--- src/rtl/alu_mc.sv ---
// alu_mc: multi-cycle ALU. Add/shift/logic ops complete in one cycle; multiply and
// divide iterate radix-2 over WIDTH cycles on operand magnitudes with a final sign fixup.
module alu_mc #(
  parameter  int WIDTH = 32,
  localparam int SHW   = $clog2(WIDTH)
) (
  input  logic             clk,
  input  logic             rst,
  input  logic             in_valid,
  output logic             in_ready,
  input  logic [3:0]       in_op,
  input  logic [WIDTH-1:0] in_a,
  input  logic [WIDTH-1:0] in_b,
  input  logic             flush,
  output logic             out_valid,
  input  logic             out_ready,
  output logic [WIDTH-1:0] out_f
);

  typedef enum logic [1:0] {
    S_IDLE = 2'd0,
    S_CALC = 2'd1,
    S_DONE = 2'd2
  } state_t;

  localparam logic [WIDTH-1:0]   ZERO     = {WIDTH{1'b0}};
  localparam logic [WIDTH-1:0]   ONES     = {WIDTH{1'b1}};
  localparam logic [SHW:0]       CNT_LOAD = (SHW+1)'(WIDTH);
  localparam logic [SHW:0]       CNT_ONE  = {{SHW{1'b0}}, 1'b1};
  localparam logic [SHW:0]       CNT_ZERO = {(SHW+1){1'b0}};
  localparam logic [2*WIDTH-1:0] ONE_2W   = {{(2*WIDTH-1){1'b0}}, 1'b1};

  function automatic logic [WIDTH-1:0] f_neg(input logic [WIDTH-1:0] v);
    f_neg = ~v + {{(WIDTH-1){1'b0}}, 1'b1};
  endfunction

  state_t           r_state;
  logic [SHW:0]     r_cnt;
  logic [2:0]       r_op;
  logic [WIDTH-1:0] r_a;
  logic [WIDTH-1:0] r_ma;
  logic [WIDTH-1:0] r_mb;
  logic [WIDTH-1:0] r_hi;
  logic [WIDTH-1:0] r_lo;
  logic             r_neg_q;
  logic             r_neg_r;
  logic             r_dz;
  logic [WIDTH-1:0] r_f;

  logic [SHW-1:0]     w_shamt;
  logic               w_a_sgn;
  logic               w_b_sgn;
  logic               w_a_neg;
  logic               w_b_neg;
  logic [WIDTH-1:0]   w_ma;
  logic [WIDTH-1:0]   w_mb;
  logic [WIDTH-1:0]   w_fast;
  logic [WIDTH:0]     w_mul_sum;
  logic [WIDTH-1:0]   w_mhi;
  logic [WIDTH-1:0]   w_mlo;
  logic [WIDTH:0]     w_rs;
  logic [WIDTH:0]     w_diff;
  logic [WIDTH-1:0]   w_dhi;
  logic [WIDTH-1:0]   w_dlo;
  logic [WIDTH-1:0]   w_nhi;
  logic [WIDTH-1:0]   w_nlo;
  logic [2*WIDTH-1:0] w_prod;
  logic [2*WIDTH-1:0] w_prod_s;
  logic [WIDTH-1:0]   w_res;

  assign in_ready  = (r_state == S_IDLE);
  assign out_valid = (r_state == S_DONE);
  assign out_f     = r_f;

  // Operand conditioning at acceptance: signedness per opcode, then magnitudes.
  assign w_shamt = in_b[SHW-1:0];
  assign w_a_sgn = (in_op == 4'd9) || (in_op == 4'd10) || (in_op == 4'd12) || (in_op == 4'd14);
  assign w_b_sgn = (in_op == 4'd9) || (in_op == 4'd12) || (in_op == 4'd14);
  assign w_a_neg = w_a_sgn && in_a[WIDTH-1];
  assign w_b_neg = w_b_sgn && in_b[WIDTH-1];
  assign w_ma    = w_a_neg ? f_neg(in_a) : in_a;
  assign w_mb    = w_b_neg ? f_neg(in_b) : in_b;

  // Single-cycle results for opcodes 0-7.
  always_comb begin
    w_fast = ZERO;
    case (in_op[2:0])
      3'd0:    w_fast = in_a + in_b;
      3'd1:    w_fast = in_a << w_shamt;
      3'd2:    w_fast = $unsigned($signed(in_a) >>> w_shamt);
      3'd3:    w_fast = in_a - in_b;
      3'd4:    w_fast = in_a ^ in_b;
      3'd5:    w_fast = in_a >> w_shamt;
      3'd6:    w_fast = in_a | in_b;
      3'd7:    w_fast = in_a & in_b;
      default: w_fast = ZERO;
    endcase
  end

  // Shift-add step: {r_hi, r_lo} holds partial product over the unconsumed multiplier bits.
  assign w_mul_sum = {1'b0, r_hi} + (r_lo[0] ? {1'b0, r_ma} : {1'b0, ZERO});
  assign w_mhi     = w_mul_sum[WIDTH:1];
  assign w_mlo     = {w_mul_sum[0], r_lo[WIDTH-1:1]};

  // Restoring step: r_hi is the partial remainder, r_lo shifts dividend out and quotient in.
  assign w_rs   = {r_hi, r_lo[WIDTH-1]};
  assign w_diff = w_rs - {1'b0, r_mb};
  assign w_dhi  = w_diff[WIDTH] ? w_rs[WIDTH-1:0] : w_diff[WIDTH-1:0];
  assign w_dlo  = {r_lo[WIDTH-2:0], ~w_diff[WIDTH]};

  assign w_nhi    = r_op[2] ? w_dhi : w_mhi;
  assign w_nlo    = r_op[2] ? w_dlo : w_mlo;
  assign w_prod   = {w_mhi, w_mlo};
  assign w_prod_s = r_neg_q ? (~w_prod + ONE_2W) : w_prod;

  // Final-cycle result with sign fixup and divide-by-zero override.
  always_comb begin
    w_res = ZERO;
    if (r_op[2] == 1'b0) begin
      if (r_op[1:0] == 2'd0) begin
        w_res = w_prod_s[WIDTH-1:0];
      end else begin
        w_res = w_prod_s[2*WIDTH-1:WIDTH];
      end
    end else begin
      case (r_op[1:0])
        2'd0:    w_res = r_dz ? ONES : (r_neg_q ? f_neg(w_dlo) : w_dlo);
        2'd1:    w_res = r_dz ? ONES : w_dlo;
        2'd2:    w_res = r_dz ? r_a : (r_neg_r ? f_neg(w_dhi) : w_dhi);
        2'd3:    w_res = r_dz ? r_a : w_dhi;
        default: w_res = ZERO;
      endcase
    end
  end

  // Control FSM and datapath registers.
  always_ff @(posedge clk or negedge rst) begin
    if (!rst) begin
      r_state <= S_IDLE;
      r_cnt   <= CNT_ZERO;
      r_op    <= 3'd0;
      r_a     <= ZERO;
      r_ma    <= ZERO;
      r_mb    <= ZERO;
      r_hi    <= ZERO;
      r_lo    <= ZERO;
      r_neg_q <= 1'b0;
      r_neg_r <= 1'b0;
      r_dz    <= 1'b0;
      r_f     <= ZERO;
    end else begin
      case (r_state)
        S_IDLE: begin
          if (in_valid && !flush) begin
            r_op    <= in_op[2:0];
            r_a     <= in_a;
            r_ma    <= w_ma;
            r_mb    <= w_mb;
            r_neg_q <= w_a_neg ^ w_b_neg;
            r_neg_r <= w_a_neg;
            r_dz    <= (in_b == ZERO);
            r_hi    <= ZERO;
            if (in_op[3]) begin
              r_lo    <= in_op[2] ? w_ma : w_mb;
              r_cnt   <= CNT_LOAD;
              r_state <= S_CALC;
            end else begin
              r_f     <= w_fast;
              r_state <= S_DONE;
            end
          end
        end
        S_CALC: begin
          if (flush) begin
            r_cnt   <= CNT_ZERO;
            r_state <= S_IDLE;
          end else begin
            r_hi  <= w_nhi;
            r_lo  <= w_nlo;
            r_cnt <= r_cnt - CNT_ONE;
            if (r_cnt == CNT_ONE) begin
              r_f     <= w_res;
              r_state <= S_DONE;
            end
          end
        end
        S_DONE: begin
          if (flush || out_ready) begin
            r_state <= S_IDLE;
          end
        end
        default: r_state <= S_IDLE;
      endcase
    end
  end

endmodule

--- config.mk ---
export PLATFORM = sky130hd
export DESIGN_NAME = alu_mc
export DESIGN_NICKNAME = d
export VERILOG_FILES = /design/src/rtl/alu_mc.sv
export SDC_FILE = /design/constraint.sdc
export NUM_CORES = 2
export LEC_CHECK = 0
export CAP_MARGIN = 20
export CORE_MARGIN = 4
export CORE_UTILIZATION = 50
export CTS_CLUSTER_SIZE = 12
export DETAILED_ROUTE_END_ITERATION = 8
export DONT_BUFFER_PORTS = 1
export GPL_ROUTABILITY_DRIVEN = 1
export PLACE_DENSITY = 0.8
export REMOVE_ABC_BUFFERS = 1
export SLEW_MARGIN = 20
export SYNTH_ARGS = -nofsm -noshare
export SYNTH_HDL_FRONTEND = slang
export SYNTH_SLANG_ARGS = --single-unit
--- constraint.sdc ---
create_clock -name clk -period 5.67 [get_ports clk]
set_input_delay 1.134 -clock clk [delete_from_list [all_inputs] [get_ports clk]]
set_output_delay 1.134 -clock clk [all_outputs]
set_load 0.05 [all_outputs]
# [After elaboration in Yosys (flattened, before gate mapping)]
# Index checks and enable logic that the tools add are counted.
[word_totals] ff_bits=206 in_bits=73
[op_classes] addsub=10 eq_ne=24 n_shift=3 mux=40 bitwise=10 n_reduce_logical=21
[ops] cell="2-to-1 mux 32 bit" count=24
[ops] cell="case mux 32 bit (8 select lines)" count=1
[ops] cell="case mux 32 bit (2 select lines)" count=3
[ops] cell="adder 32 x 1 -> 32 bit, second input constant" count=4
[ops] cell="inverter 32 bit" count=4
[ops] cell="case mux 32 bit (4 select lines)" count=1
[ops] cell="adder 64 x 1 -> 64 bit, second input constant" count=1
[ops] cell="2-to-1 mux 64 bit" count=1
[ops] cell="inverter 64 bit" count=1
[ops] cell="adder 32 x 32 -> 33 bit" count=1
[ops] cell="subtractor 33 x 32 -> 33 bit" count=1
[ops] cell="adder 32 bit" count=1
[ops] cell="bitwise AND 32 bit" count=1
[ops] cell="zero test 32 bit" count=1
[ops] cell="bitwise OR 32 bit" count=1
[ops] cell="<< shifter 32 x 5 -> 32 bit" count=1
[ops] cell=">> shifter 32 x 5 -> 32 bit" count=1
[ops] cell=">>> shifter 32 x 5 -> 32 bit" count=1
[ops] cell="subtractor 32 bit" count=1
[ops] cell="bitwise XOR 32 bit" count=1
[ops] cell="2-to-1 mux 6 bit" count=3
[ops] cell="equality test 4 bit, second input constant" count=4
[ops] cell="equality test 3 bit, second input constant" count=4
[ops] cell="case mux 6 bit (2 select lines)" count=1
[ops] cell="23 further kinds" count=45

# [Logic depth before layout (Yosys ltp)]
[logic_depth] depth_word=11 depth_mapped=26

# [Worst setup path before layout]
# No wires, ideal clock.
[synth_path] kind="input -> register" from="input port in_b[0]" to="register r_f[30], in the netlist out_f[30]" arrival_ns=6.352 required_time_ns=5.544 slack_ns=-0.808 cell_stages=26 path_cell_list="clkbuf_1 > inv_1 > buf_1 > clkbuf_1 > ha_1 > nand2_1 > nor3_1 > nand4_1 > nor3_1 > nand2_1 > o21ai_0 > xnor2_1 > ha_1 > a21o_1 > a21o_1 > a21o_1 > a31o_2 > a21o_1 > a21o_1 > a21oi_1 > o31ai_1 > a31oi_1 > o21ai_0 > xnor2_1 > o221ai_1 > a221o_1"
[synth_between] elab_chain_cells=5 word_cells_on_any_way=9
[synth_rtl] element="from (decl)" line="13" text="input logic [WIDTH-1:0] in_b,"
[synth_rtl] element="subtractor 32 bit, or another cell as far along" line="91" text="3'd3: w_fast = in_a - in_b;"
[synth_rtl] element="case mux 32 bit (8 select lines) *" line="87" text="case (in_op[2:0])"
[synth_rtl] element="2-to-1 mux 32 bit *" line="163" text="if (in_op[3]) begin"
[synth_rtl] element="2-to-1 mux 32 bit *" line="154" text="if (in_valid && !flush) begin"
[synth_rtl] element="case mux 32 bit (2 select lines) *" line="152" text="case (r_state)"
[synth_rtl] element="to (signal assigned)" line="168" text="r_f <= w_fast;"
[synth_rtl] element="to (signal assigned)" line="182" text="r_f <= w_res;"
[synth_rtl] element="to (decl)" line="48" text="logic [WIDTH-1:0] r_f;"
# Mark *: on every way between the ends. The rest lies on a longest branch, timed or not. The select of a mux whose other input is x is not followed.
# A chain may end at the register's enable or synchronous reset.

# [Worst setup path in the final report]
[layout_path] from="register r_lo[31]" to="register r_f[30], in the netlist out_f[30]"
[layout_between] elab_chain_cells=11 word_cells_on_any_way=21
[layout_rtl] element="from (decl)" line="44" text="logic [WIDTH-1:0] r_lo;"
[layout_rtl] element="from (signal assigned)" line="164" text="r_lo <= in_op[2] ? w_ma : w_mb;"
[layout_rtl] element="from (signal assigned)" line="179" text="r_lo <= w_nlo;"
[layout_rtl] element="subtractor 33 x 32 -> 33 bit" line="107" text="assign w_diff = w_rs - {1'b0, r_mb};"
[layout_rtl] element="2-to-1 mux 32 bit or inverter 1 bit (tied branches)" line="108, 109"
[layout_rtl] element="inverter 32 bit" line="34" text="f_neg = ~v + {{(WIDTH-1){1'b0}}, 1'b1};"
[layout_rtl] element="adder 32 x 1 -> 32 bit" line="34"
[layout_rtl] element="2-to-1 mux 32 bit, on equally long branches (2 in a row)" line="129, 127"
[layout_rtl] element="case mux 32 bit (4 select lines)" line="126" text="case (r_op[1:0])"
[layout_rtl] element="2-to-1 mux 32 bit *" line="119" text="if (r_op[2] == 1'b0) begin"
[layout_rtl] element="2-to-1 mux 32 bit *" line="181" text="if (r_cnt == CNT_ONE) begin"
[layout_rtl] element="2-to-1 mux 32 bit *" line="174" text="if (flush) begin"
[layout_rtl] element="case mux 32 bit (2 select lines) *" line="152"
# Marks and branches as above.

==> impl_metrics.yaml <==
outcome:
  status: "complete, no violations"
cells_and_area:
  multi_input_comb_area_mm2: 0.0198
  drive_gt1_share_pct: 7.07
  area_delta_synth_final_pct: 6.69
  seqCellArea_mm2: 0.00514
  nets: 3800
  n_fill_cell: 5045
  post-route-cell-area_mm2: 0.0282
  antenna_cells: 0
routing:
  vias: 29169
  drtIter0Drc: 4068
  wl_mm: 116
  drc: 0
  via_per_inst: 6.84
  drtPass1Iterations: 6
  postRouteAntennaNets: 0
  wire_per_inst_um: 27.2
power:
  ir_drop_mv: 0.291
  power.leakage_nw: 12.2
  finalPower_mw: 11.7
  p_per_area_mw_per_mm2: 413
setup_path:
  worstPathRequired_ps: 6130
  crit_path_start_kind: "flop"
  cp-end-kind: "flop"
  cp.arrival_ps: 5920
  critPathMaxStageDelay_ps: 490
  critPathTopFamily: "compound AO/OA/AOI/OAI gates"
  crit_fanout: 6
  worstSetupPathType: "flop to flop"
  slowest_stage: "or3b_2"
  path_cells: "inv_1, ha_1, inv_1, fa_2, a211oi_4, nor4b_4, o31ai_1, buf_4, o31ai_2, o21a_2, xor2_4, inv_2, mux2i_4, ha_1, nand3_1, or3b_2, mux2i_1, buf_4, nand3_1, or4_4, a31oi_2, a22oi_2, a221o_1"
  path_buf_inv: 5
placed_design:
  portBuffers: 0
  gp_congestion: 1.04
  placement.cell_area_mm2: 0.0272
  hpwl_mm: 88.3
synthesis:
  yosys_warnings: 0
  syn_area_mm2: 0.0265
  synthFlopType: "dfrtp_1"
  async_reset_ff_share_pct: 100
  yosys-top-cells-area: "dfrtp_1, ha_1, o21ai_0, mux2i_1, nand2_1"
  yosysTopAreaCellShare_pct: 19.4
  synth-edff-count: 0
  ys_seq_area_share_pct: 19.4
  synth.most_common_cell: "nand2_1"
  synth_cell_type_count: 107
  synth_common_cells: "nand2_1, o21ai_0, nor2_1"
  synth_largest_area_cell: "dfrtp_1"
  avgSynthCellArea_um2: 7.20
  synth_cells: 3674
  synth-seq-cells: 205
clock_network:
  clockBufferDepth: 3
  cts_num_sinks: 205
  numCtsBuffers: 26
  clk_pin_slew_ps: 60
  cts_root_buf: "clkbuf_16"
  clk_latency_ps: 570
  cts_max_level: 1
  cts_tree: "yes"
  post_cts_buffers: 0
  postCtsHoldBufs: 0
timing:
  setup_viol: 0
  rsz0062_at_grt: "false"
  hold_viol_final: 0
  slew_violations: 0
  finalCriticalPeriod_ps: 5470
  skew_ps: 25.7
  relSlewSlack_pct: 21.4
  max_freq_mhz: 183
  worst_pin_slew_ps: 1180
  fin_crit_sh_pct: 96.4
worst_hold_path:
  min_path_type: "primary input to async pin"
grt:
  grt_pass1_vias: 26701
  grt_max_degree: 206
  grt_pass1_wl_mm: 170
  antenna_found_initial: 4
  grt_usage_pct: 39.0
  grt_overflow: 0
floorplanning:
  dieArea_mm2: 0.0566
  fp.dieW_um: 238
  ios: 107
  die_h_um: 238
  coreArea_mm2: 0.0524
  num_rows: 84
  start_util_pct: 50.4
run:
  drv_cap: 0
## registers in the layout, summed over array words and instances, names as in the netlist
register / flops
r_dz: 1
r_mb: 32
r_cnt: 6
r_ma: 31
out_f: 32
r_neg_q: 1
r_neg_r: 1
r_op: 3
r_hi: 32
r_a: 32
r_state: 2
r_lo: 32
## power breakdown
part / internal (mW) / switching [mW]
Sequential: 1.88 / 1.04
Clock: 1.13 / 0.732
Combinational: 2.56 / 4.31
Total: 5.57 / 6.08
## metal layers
metal	track usage (%)	up-vias	wire length (um)
met5	0	-	34
met4	18.8	6	7250
met3	11.4	415	15600
met2	59.2	2044	49200
met1	51.0	13678	43700
li1	-	13026	-
## final timing paths
check | from | end | slack [ps] | depth (start not counted)
hold reg to reg | r_ma[27] | r_ma[27] | 470 | 2
setup reg to reg | r_lo[31] | out_f[30] | 200 | 23
min in group clk | r_ma[27] | r_ma[27] | 470 | 2
hold / removal | rst | r_mb[29] | 270 | 0
setup / recovery | r_lo[31] | out_f[30] | 200 | 23
max in group asynchronous | rst | r_a[0] | 4800 | 0
## worst register-to-register path, delay by kind of cell, from the launching register on
kind                       cells  cell delay (ps)
AOI/OAI and AO/OA              7             1570
xor gates and xnor gates       1              190
adders and majority gates      3              760
buffers and inverters          5              680
DFF                            1              390
muxes                          2              430
and+or+nand+nor                5             1330
## timing repair
item,4_1_cts,5_1_grt
endpoints found under the setup margin,0,4
gates resized for setup,0,11
hold endpoints to repair,0,0
## cell type report
cell class | instances | area share (%)
tap | 688 | 3.05
multi-input combinational | 3056 | 70.2
sequential | 205 | 18.2
inverter | 151 | 2.01
clock buffer | 33 | 2.55
timing repair buffer | 117 | 3.20
clock inverter | 15 | 0.754
## per-stage QoR
step                utilization (%)  TNS, ps  hold slack, ps  std cells  worst slack, ps
floorplan                         -    -4630             438       3412             -662
global placement               51.9        0             453       4217             85.1
detailed placement             51.9        0             463       4217             45.4
CTS                            53.7        0             243       4265             64.9
global route                   53.8        0             258       4265             7.16
finish                         53.8        0             269       4265              205
## cells in the final DEF, fill, tap and decap left out, drive strengths merged, types with 13 or more instances in the layout
master	count
a211oi	35
a21o	50
a21oi	264
a221o	13
a221oi	42
a22o	28
a22oi	22
a31oi	44
and2	54
and3	14
buf	117
clkbuf	33
clkinv	13
dfrtp	205
ha	167
inv	147
mux2i	180
nand2	473
nand2b	39
nand3	62
nand3b	15
nand4	27
nor2	349
nor2b	14
nor3	76
nor4	26
o211ai	36
o21a	29
o21ai	420
o22ai	26
o31ai	40
or2	16
or3	36
xnor2	182
xor2	71
## kinds of logic after synthesis
kind of cell | after synthesis | synth area share [%]
AOI/OAI and AO/OA | 1193 | 28.6
DFF | 205 | 19.4
xor gates and xnor gates | 253 | 8.48
and+or+nand+nor | 1244 | 21.7
muxes | 196 | 7.79
adders and majority gates | 170 | 8.13
buffers and inverters | 413 | 5.96
(Power assumes the default switching activity.)
